[src/rtl/div_pkg.sv]
// div_pkg: shared types and constants for the sequential restoring divider.
// Holds the FSM state encoding, the default operand width and the
// derivation of the iteration counter width.
package div_pkg;

    localparam int DEF_WIDTH = 4;

    typedef enum logic [1:0] {
        S_IDLE = 2'd0,
        S_RUN  = 2'd1,
        S_FIN  = 2'd2
    } state_t;

    // Counter counts WIDTH-1 down to 0; sized with one bit of headroom.
    function automatic int cnt_width(input int w);
        return $clog2(w + 1);
    endfunction

endpackage

[src/rtl/div_step.sv]
// div_step: one combinational restoring-division step.
// Shifts the next dividend bit into the partial remainder, trial-subtracts
// the divisor on a WIDTH+1 bit subtractor, and either keeps the difference
// (quotient bit 1) or restores the shifted value (quotient bit 0).
// The partial remainder is always below the divisor on entry, so the
// shifted value is below twice the divisor and the borrow bit alone tells
// whether the subtraction succeeded.
module div_step #(
    parameter int WIDTH = 4
) (
    input  logic [WIDTH-1:0] rem,
    input  logic             bit_in,
    input  logic [WIDTH-1:0] divisor,
    output logic [WIDTH-1:0] rem_next,
    output logic             q_bit
);

    logic [WIDTH:0] shifted;
    logic [WIDTH:0] diff;

    // Trial subtraction; a clear borrow bit means the divisor fitted.
    always_comb begin
        shifted  = {rem, bit_in};
        diff     = shifted - {1'b0, divisor};
        q_bit    = ~diff[WIDTH];
        rem_next = q_bit ? diff[WIDTH-1:0] : shifted[WIDTH-1:0];
    end

endmodule

[src/rtl/seq_divider.sv]
// seq_divider: multi-cycle restoring divider, 2*WIDTH-bit dividend by
// WIDTH-bit divisor, one quotient bit per cycle.
// The first RUN cycle screens for divide-by-zero and quotient overflow;
// screened operations finish one cycle later with zero results, the rest
// run WIDTH iteration cycles and finish WIDTH+1 edges after acceptance.
// Optional macro SEQ_DIVIDER_SIGNED_EN: two's complement operands, results
// truncated toward zero, with a final range check on the signed quotient.
module seq_divider
    import div_pkg::*;
#(
    parameter int WIDTH = DEF_WIDTH
) (
    input  logic                 clk,
    input  logic                 reset,
    input  logic                 start,
    input  logic [2*WIDTH-1:0]   dividend,
    input  logic [WIDTH-1:0]     divisor,
    output logic                 busy,
    output logic                 done,
    output logic [WIDTH-1:0]     quotient,
    output logic [WIDTH-1:0]     remainder,
    output logic                 ovf,
    output logic                 dbz
);

    localparam int CNT_W = cnt_width(WIDTH);

    state_t               state;
    logic [CNT_W-1:0]     cnt;
    logic                 first;
    logic                 pend_dbz;
    logic                 pend_ovf;

    // Datapath: partial remainder, dividend/quotient shift register, divisor.
    logic [WIDTH-1:0]     rem;
    logic [WIDTH-1:0]     lo;
    logic [WIDTH-1:0]     dvs;

    logic                 accept;
    logic                 stepping;
    logic [WIDTH-1:0]     rem_next;
    logic                 q_bit;
    logic [WIDTH-1:0]     q_final;
    logic [2*WIDTH-1:0]   dvd_mag;
    logic [WIDTH-1:0]     dvs_mag;
    logic                 q_ovf;
    logic [WIDTH-1:0]     q_out;
    logic [WIDTH-1:0]     r_out;

`ifdef SEQ_DIVIDER_SIGNED_EN
    localparam logic [WIDTH-1:0] HALF = {1'b1, {(WIDTH-1){1'b0}}};
    logic                 neg_q;
    logic                 neg_r;
`endif

    div_step #(
        .WIDTH(WIDTH)
    ) u_step (
        .rem      (rem),
        .bit_in   (lo[WIDTH-1]),
        .divisor  (dvs),
        .rem_next (rem_next),
        .q_bit    (q_bit)
    );

    // Handshake and iteration qualifiers.
    always_comb begin
        accept   = start && (state == S_IDLE || state == S_FIN);
        stepping = (state == S_RUN) && !first && !pend_dbz && !pend_ovf;
        q_final  = {lo[WIDTH-2:0], q_bit};
    end

    // Operand magnitudes fed to the unsigned core.
    always_comb begin
`ifdef SEQ_DIVIDER_SIGNED_EN
        dvd_mag = dividend[2*WIDTH-1] ? (~dividend + 1'b1) : dividend;
        dvs_mag = divisor[WIDTH-1]    ? (~divisor + 1'b1)  : divisor;
`else
        dvd_mag = dividend;
        dvs_mag = divisor;
`endif
    end

    // Final result formatting: sign restoration and signed range check.
    always_comb begin
`ifdef SEQ_DIVIDER_SIGNED_EN
        q_ovf = neg_q ? (q_final > HALF) : (q_final > (HALF - 1'b1));
        q_out = neg_q ? (~q_final + 1'b1) : q_final;
        r_out = neg_r ? (~rem_next + 1'b1) : rem_next;
`else
        q_ovf = 1'b0;
        q_out = q_final;
        r_out = rem_next;
`endif
    end

    // Datapath registers: load magnitudes on acceptance, shift once per iteration.
    always_ff @(posedge clk) begin
        if (accept) begin
            rem <= dvd_mag[2*WIDTH-1:WIDTH];
            lo  <= dvd_mag[WIDTH-1:0];
            dvs <= dvs_mag;
`ifdef SEQ_DIVIDER_SIGNED_EN
            neg_q <= dividend[2*WIDTH-1] ^ divisor[WIDTH-1];
            neg_r <= dividend[2*WIDTH-1];
`endif
        end else if (stepping) begin
            rem <= rem_next;
            lo  <= q_final;
        end
    end

    // Control FSM with registered status and result outputs.
    always_ff @(posedge clk or negedge reset) begin
        if (!reset) begin
            state     <= S_IDLE;
            cnt       <= '0;
            first     <= 1'b0;
            pend_dbz  <= 1'b0;
            pend_ovf  <= 1'b0;
            busy      <= 1'b0;
            done      <= 1'b0;
            quotient  <= '0;
            remainder <= '0;
            ovf       <= 1'b0;
            dbz       <= 1'b0;
        end else if (accept) begin
            state    <= S_RUN;
            cnt      <= CNT_W'(WIDTH - 1);
            first    <= 1'b1;
            pend_dbz <= 1'b0;
            pend_ovf <= 1'b0;
            busy     <= 1'b1;
            done     <= 1'b0;
            ovf      <= 1'b0;
            dbz      <= 1'b0;
        end else begin
            case (state)
                S_RUN: begin
                    if (first) begin
                        first    <= 1'b0;
                        pend_dbz <= (dvs == '0);
                        pend_ovf <= (dvs != '0) && (rem >= dvs);
                    end else if (pend_dbz || pend_ovf) begin
                        state     <= S_FIN;
                        busy      <= 1'b0;
                        done      <= 1'b1;
                        quotient  <= '0;
                        remainder <= '0;
                        dbz       <= pend_dbz;
                        ovf       <= pend_ovf;
                    end else if (cnt == '0) begin
                        state <= S_FIN;
                        busy  <= 1'b0;
                        done  <= 1'b1;
                        if (q_ovf) begin
                            ovf       <= 1'b1;
                            quotient  <= '0;
                            remainder <= '0;
                        end else begin
                            quotient  <= q_out;
                            remainder <= r_out;
                        end
                    end else begin
                        cnt <= cnt - 1'b1;
                    end
                end
                S_FIN: begin
                    state <= S_IDLE;
                    done  <= 1'b0;
                end
                default: begin
                    state <= S_IDLE;
                    busy  <= 1'b0;
                    done  <= 1'b0;
                end
            endcase
        end
    end

endmodule

[config.mk]
export PLATFORM = sky130hd
export DESIGN_NAME = seq_divider
export DESIGN_NICKNAME = d
export VERILOG_FILES = /design/src/rtl/div_pkg.sv /design/src/rtl/div_step.sv /design/src/rtl/seq_divider.sv
export SDC_FILE = /design/constraint.sdc
export NUM_CORES = 1
export LEC_CHECK = 0
export CORE_AREA = 2 2 60 62
export DETAILED_ROUTE_END_ITERATION = 8
export DIE_AREA = 0 0 62 64
export PLACE_DENSITY = 0.83
export SYNTH_ARGS = -nofsm -noshare
export SYNTH_HDL_FRONTEND = slang
export SYNTH_SLANG_ARGS = --single-unit
export TNS_END_PERCENT = 1
[constraint.sdc]
create_clock -name clk -period 3 [get_ports clk]
set_input_delay 0.3 -clock clk [delete_from_list [all_inputs] [get_ports clk]]
set_output_delay 0.3 -clock clk [all_outputs]
set_load 0.01 [all_outputs]
==> results.rst <==
.. list-table::
   :header-rows: 1

   * - Metric
     - Value
   * - Mapped Area
     - 1580 um^2
   * - Maximum clock rate
     - 447 MHz
   * - Worst skew pair latency
     - 0.34 ns
   * - Number of nets with antenna violations after routing
     - 0
   * - Part of the Yosys area used for sequential elements
     - 52.9%
   * - Switching power total
     - 0.000832 W
   * - Clock share of power
     - 13.6%
   * - Sw frac
     - 38.6%
   * - Maximum VDD drop
     - 0.000432 V
   * - Cell at the root of the clock tree
     - sky130_fd_sc_hd__clkbuf_4
   * - Placed cell areas
     - 1890 um^2
   * - Slack of the critical path
     - 0.761 ns
   * - Cell area after layout
     - 1970 um^2
   * - Area fraction in and, or, nand and nor cells after synthesis
     - 16.2%
   * - Cell count after synthesis
     - 148
   * - Buf+Inv Stages, Crit Path
     - 0
   * - Clock Sink Count
     - 31
   * - # nets final
     - 205
   * - Avg Vias per Cell
     - 5.05
   * - Fillers
     - 279
   * - Total clock buffers created by CTS
     - 5
   * - Leak pwr
     - 0.886 nW
   * - Post-synth EDFFs
     - 12
   * - Slew @ Worst Pin
     - 0.850 ns
   * - Count of endpoints failing setup in the final report
     - 0
   * - Sum of net half-perimeters after detailed placement
     - 2430 um
   * - First-pass GRT wire length
     - 5060 um
   * - Aggregate negative setup slack
     - 0 ns
   * - Max-capacitance violation count
     - 0
   * - Kind of end point of the critical path
     - flop
   * - Post-layout power
     - 0.00216 W
   * - Post-CTS sizing
     - 0
   * - Mean routed wirelength per cell
     - 13.7 um
   * - Post-synth top area share
     - 30.1%
   * - Commonest cells post-synth
     - 28 x sky130_fd_sc_hd__nand2_1, 19 x sky130_fd_sc_hd__dfrtp_1, 14 x sky130_fd_sc_hd__nor2_1
   * - Pin count of the biggest net entering global routing
     - 20
   * - Initial Utilization
     - 48.1%
   * - Antenna cell count
     - 0
   * - Largest area contributor in the netlist
     - sky130_fd_sc_hd__dfrtp_1
   * - CP startpoint kind
     - flop
   * - Total Die Area
     - 3970 um^2
   * - Crit share post-route
     - 74.6%
   * - Total via count after detailed routing
     - 1141
   * - Overall routed net length
     - 3100 um
   * - Worst slack after detailed placement
     - 0.793 ns
   * - Chain of cells forming the critical path
     - ha_1, fa_1, nand2b_4, a21oi_4, xnor2_4, mux2_4, a21oi_2
   * - Cells taking the most area after synthesis
     - sky130_fd_sc_hd__dfrtp_1 30%, sky130_fd_sc_hd__edfxtp_1 23%, sky130_fd_sc_hd__ha_1 7.9%
   * - Required time of the critical path
     - 3.20 ns
   * - Clock tree skew after final layout
     - 0.0108 ns
   * - Setup slack on the worst flop-to-flop path
     - 0.76 ns
   * - Most instantiated library cell after synthesis
     - sky130_fd_sc_hd__nand2_1
   * - Post-synthesis register bit count
     - 31
   * - CTS HTree Levels
     - 2
   * - Areal power density over the cells
     - 1090 nW/um^2
   * - Initial DRC count
     - 44
   * - Fraction of the mapped netlist area in adder cells
     - 9.18%
   * - Number of slew-limit violations in the final report
     - 0
   * - Via count of the first global-routing pass
     - 1135
   * - Classification of the worst-slack hold path
     - in -> async
   * - Largest family of logic cells by synthesized area
     - simple AND/OR/NAND/NOR gates
   * - Cell internal power dissipation
     - 0.00132 W
   * - Yosys synthesis warning count
     - 0
   * - Post-Synthesis Mean Instance Area
     - 10.7 um^2
   * - Gr usage total
     - 18.1%
   * - Number of design rule violations left after detail routing
     - 0
   * - Setup repair after global routing missed its margin
     - no
   * - First-pass DRT Iterations
     - 4
   * - Cell at the slowest stage of the critical path
     - sky130_fd_sc_hd__edfxtp_1
   * - Fraction of the mapped netlist area in compound gates
     - 11.2%
   * - # hold bufs at CTS
     - 0
   * - Netlist cell types
     - 35
   * - Synth Flop Type
     - sky130_fd_sc_hd__dfrtp_1
   * - Run status
     - complete, no violations
   * - Overflow after GRT
     - 0
   * - Maximum fanout encountered on the critical timing path
     - 6
   * - Parity-gate share of the synthesized area counting xor and xnor cells
     - 3.96%
   * - Share of post-route cells with drive strength above 1
     - 9.44%
   * - WS Path Type
     - reg -> reg
   * - Mux contribution to synthesized area
     - 3.17%
   * - Number of hold violations in the final report
     - 0
   * - Die Y-Extent
     - 64 um
   * - Number of buffers added on ports
     - 26
   * - Initial antenna violation count
     - 0
   * - Arrival time reported for the critical path endpoint
     - 2.44 ns
   * - Buffers inserted during post-CTS setup optimization
     - 0
   * - Syn nets
     - 174
   * - Proportion of power drawn by flip-flops and latches
     - 36.6%
   * - Final-layout worst hold slack
     - 0.431 ns
   * - Shortest period the worst path allows
     - 2.24 ns
   * - Horiz. Die Dim
     - 62 um
   * - Number of top-level pins
     - 27
   * - Power share of the combinational group
     - 49.8%
   * - TritonCTS clock tree
     - built
   * - Area of the core
     - 3280 um^2
   * - FP Rows
     - 21
   * - Crit-path leading delay family
     - adder cells
   * - Max-slew headroom at the worst pin
     - 43.2%
   * - Area delta synth->final
     - 24.6%
   * - Clock transition at path regs
     - 0.11 ns
   * - Slowest Stage Delay on Critical Path
     - 0.44 ns
   * - Buffer depth of the longest clock path
     - 2
   * - Async SR Flop Fraction
     - 61.3%
   * - GP Congestion
     - 0.793
## cell type report
type	count	area, um^2	share of cell area (%)
clock inverter	2	13.8	0.699
multi-input combinational	103	691	35.1
clock buffer	6	62.6	3.18
inverter	11	41.3	2.10
sequential	31	836	42.4
timing repair buffer	27	268	13.6
tap	46	57.6	2.92
## worst reg2reg max path, stage by stage, from the launching register on
cell and delay [ns]:
sky130_fd_sc_hd__edfxtp_1 0.44, sky130_fd_sc_hd__ha_1 0.25, sky130_fd_sc_hd__fa_1 0.41, sky130_fd_sc_hd__nand2b_4 0.17, sky130_fd_sc_hd__a21oi_4 0.17, sky130_fd_sc_hd__xnor2_4 0.19, sky130_fd_sc_hd__mux2_4 0.35, sky130_fd_sc_hd__a21oi_2 0.13
## worst paths after layout
check,cells after the start,endpoint,startpoint
hold reg to reg,2,remainder[1],remainder[1]
hold / removal,1,ovf,reset
setup reg to reg,7,rem[0],dvs[0]
min in group clk,2,remainder[1],remainder[1]
setup / recovery,7,rem[0],dvs[0]
max in group asynchronous,1,cnt[1],reset
## layer usage
metal / routed length (um) / track usage [%] / share of wire [%]
met1: 1320 / 21.8 / 43
met3: 147 / 6.68 / 4.7
met2: 1530 / 27.5 / 49
met5: 0 / 0 / 0
met4: 98 / 9.84 / 3.2
## power groups by stage
| stage | Clock (W) | Combinational (W) | Sequential (W) |
|---|---|---|---|
| final | 0.000294 | 0.00107 | 0.000788 |
| after floorplan | 0 | 0.000759 | 0.000787 |
| after global routing | 0.000331 | 0.00120 | 0.000807 |
| after CTS | 0.000300 | 0.00108 | 0.000787 |
| after detailed placement | 0 | 0.00107 | 0.000797 |
| after global placement | 0 | 0.00103 | 0.000784 |
## cells by family (layout without fill, tap and decap cells)
| logic type | count (synthesis) | after routing |
|---|---|---|
| compound gates | 27 | 27 |
| flops | 31 | 31 |
| mux | 4 | 4 |
| simple gates | 56 | 56 |
| buf+inv | 14 | 46 |
| xor+xnor | 5 | 5 |
| fa+ha+maj | 11 | 11 |
## flip-flops by register name, summed over array words and instances, names as in the netlist
name	count
first	1
pend_ovf	1
done	1
dbz	1
quotient	4
cnt	3
ovf	1
busy	1
pend_dbz	1
dvs	4
rem	4
state	1
remainder	4
lo	4
## placed cells by master (no fill, tap or decap), types with 2 or more instances in the layout
cell,Yosys,final
sky130_fd_sc_hd__a21oi_1,7,7
sky130_fd_sc_hd__a21oi_2,2,2
sky130_fd_sc_hd__a22o_1,3,3
sky130_fd_sc_hd__clkbuf_4,0,5
sky130_fd_sc_hd__clkdlybuf4s50_1,0,26
sky130_fd_sc_hd__dfrtp_1,19,19
sky130_fd_sc_hd__edfxtp_1,12,12
sky130_fd_sc_hd__ha_1,10,10
sky130_fd_sc_hd__inv_1,10,10
sky130_fd_sc_hd__mux2_4,2,2
sky130_fd_sc_hd__mux2i_1,2,2
sky130_fd_sc_hd__nand2_1,28,28
sky130_fd_sc_hd__nand2b_1,4,4
sky130_fd_sc_hd__nand3_1,2,2
sky130_fd_sc_hd__nor2_1,14,14
sky130_fd_sc_hd__nor2b_1,2,2
sky130_fd_sc_hd__o21ai_0,8,8
sky130_fd_sc_hd__o21ai_1,2,2
sky130_fd_sc_hd__xnor2_1,2,2
sky130_fd_sc_hd__xor2_1,2,2
## metrics by stage
| step | utilization, % | instances |
|---|---|---|
| floorplan | - | 148 |
| detailed placement | 57.6 | 218 |
| finish | 60.0 | 226 |
| global route | 60.0 | 226 |
| CTS | 60.0 | 226 |
| global placement | 57.6 | 218 |
No activity file was read; power rests on OpenSTA's default activity.
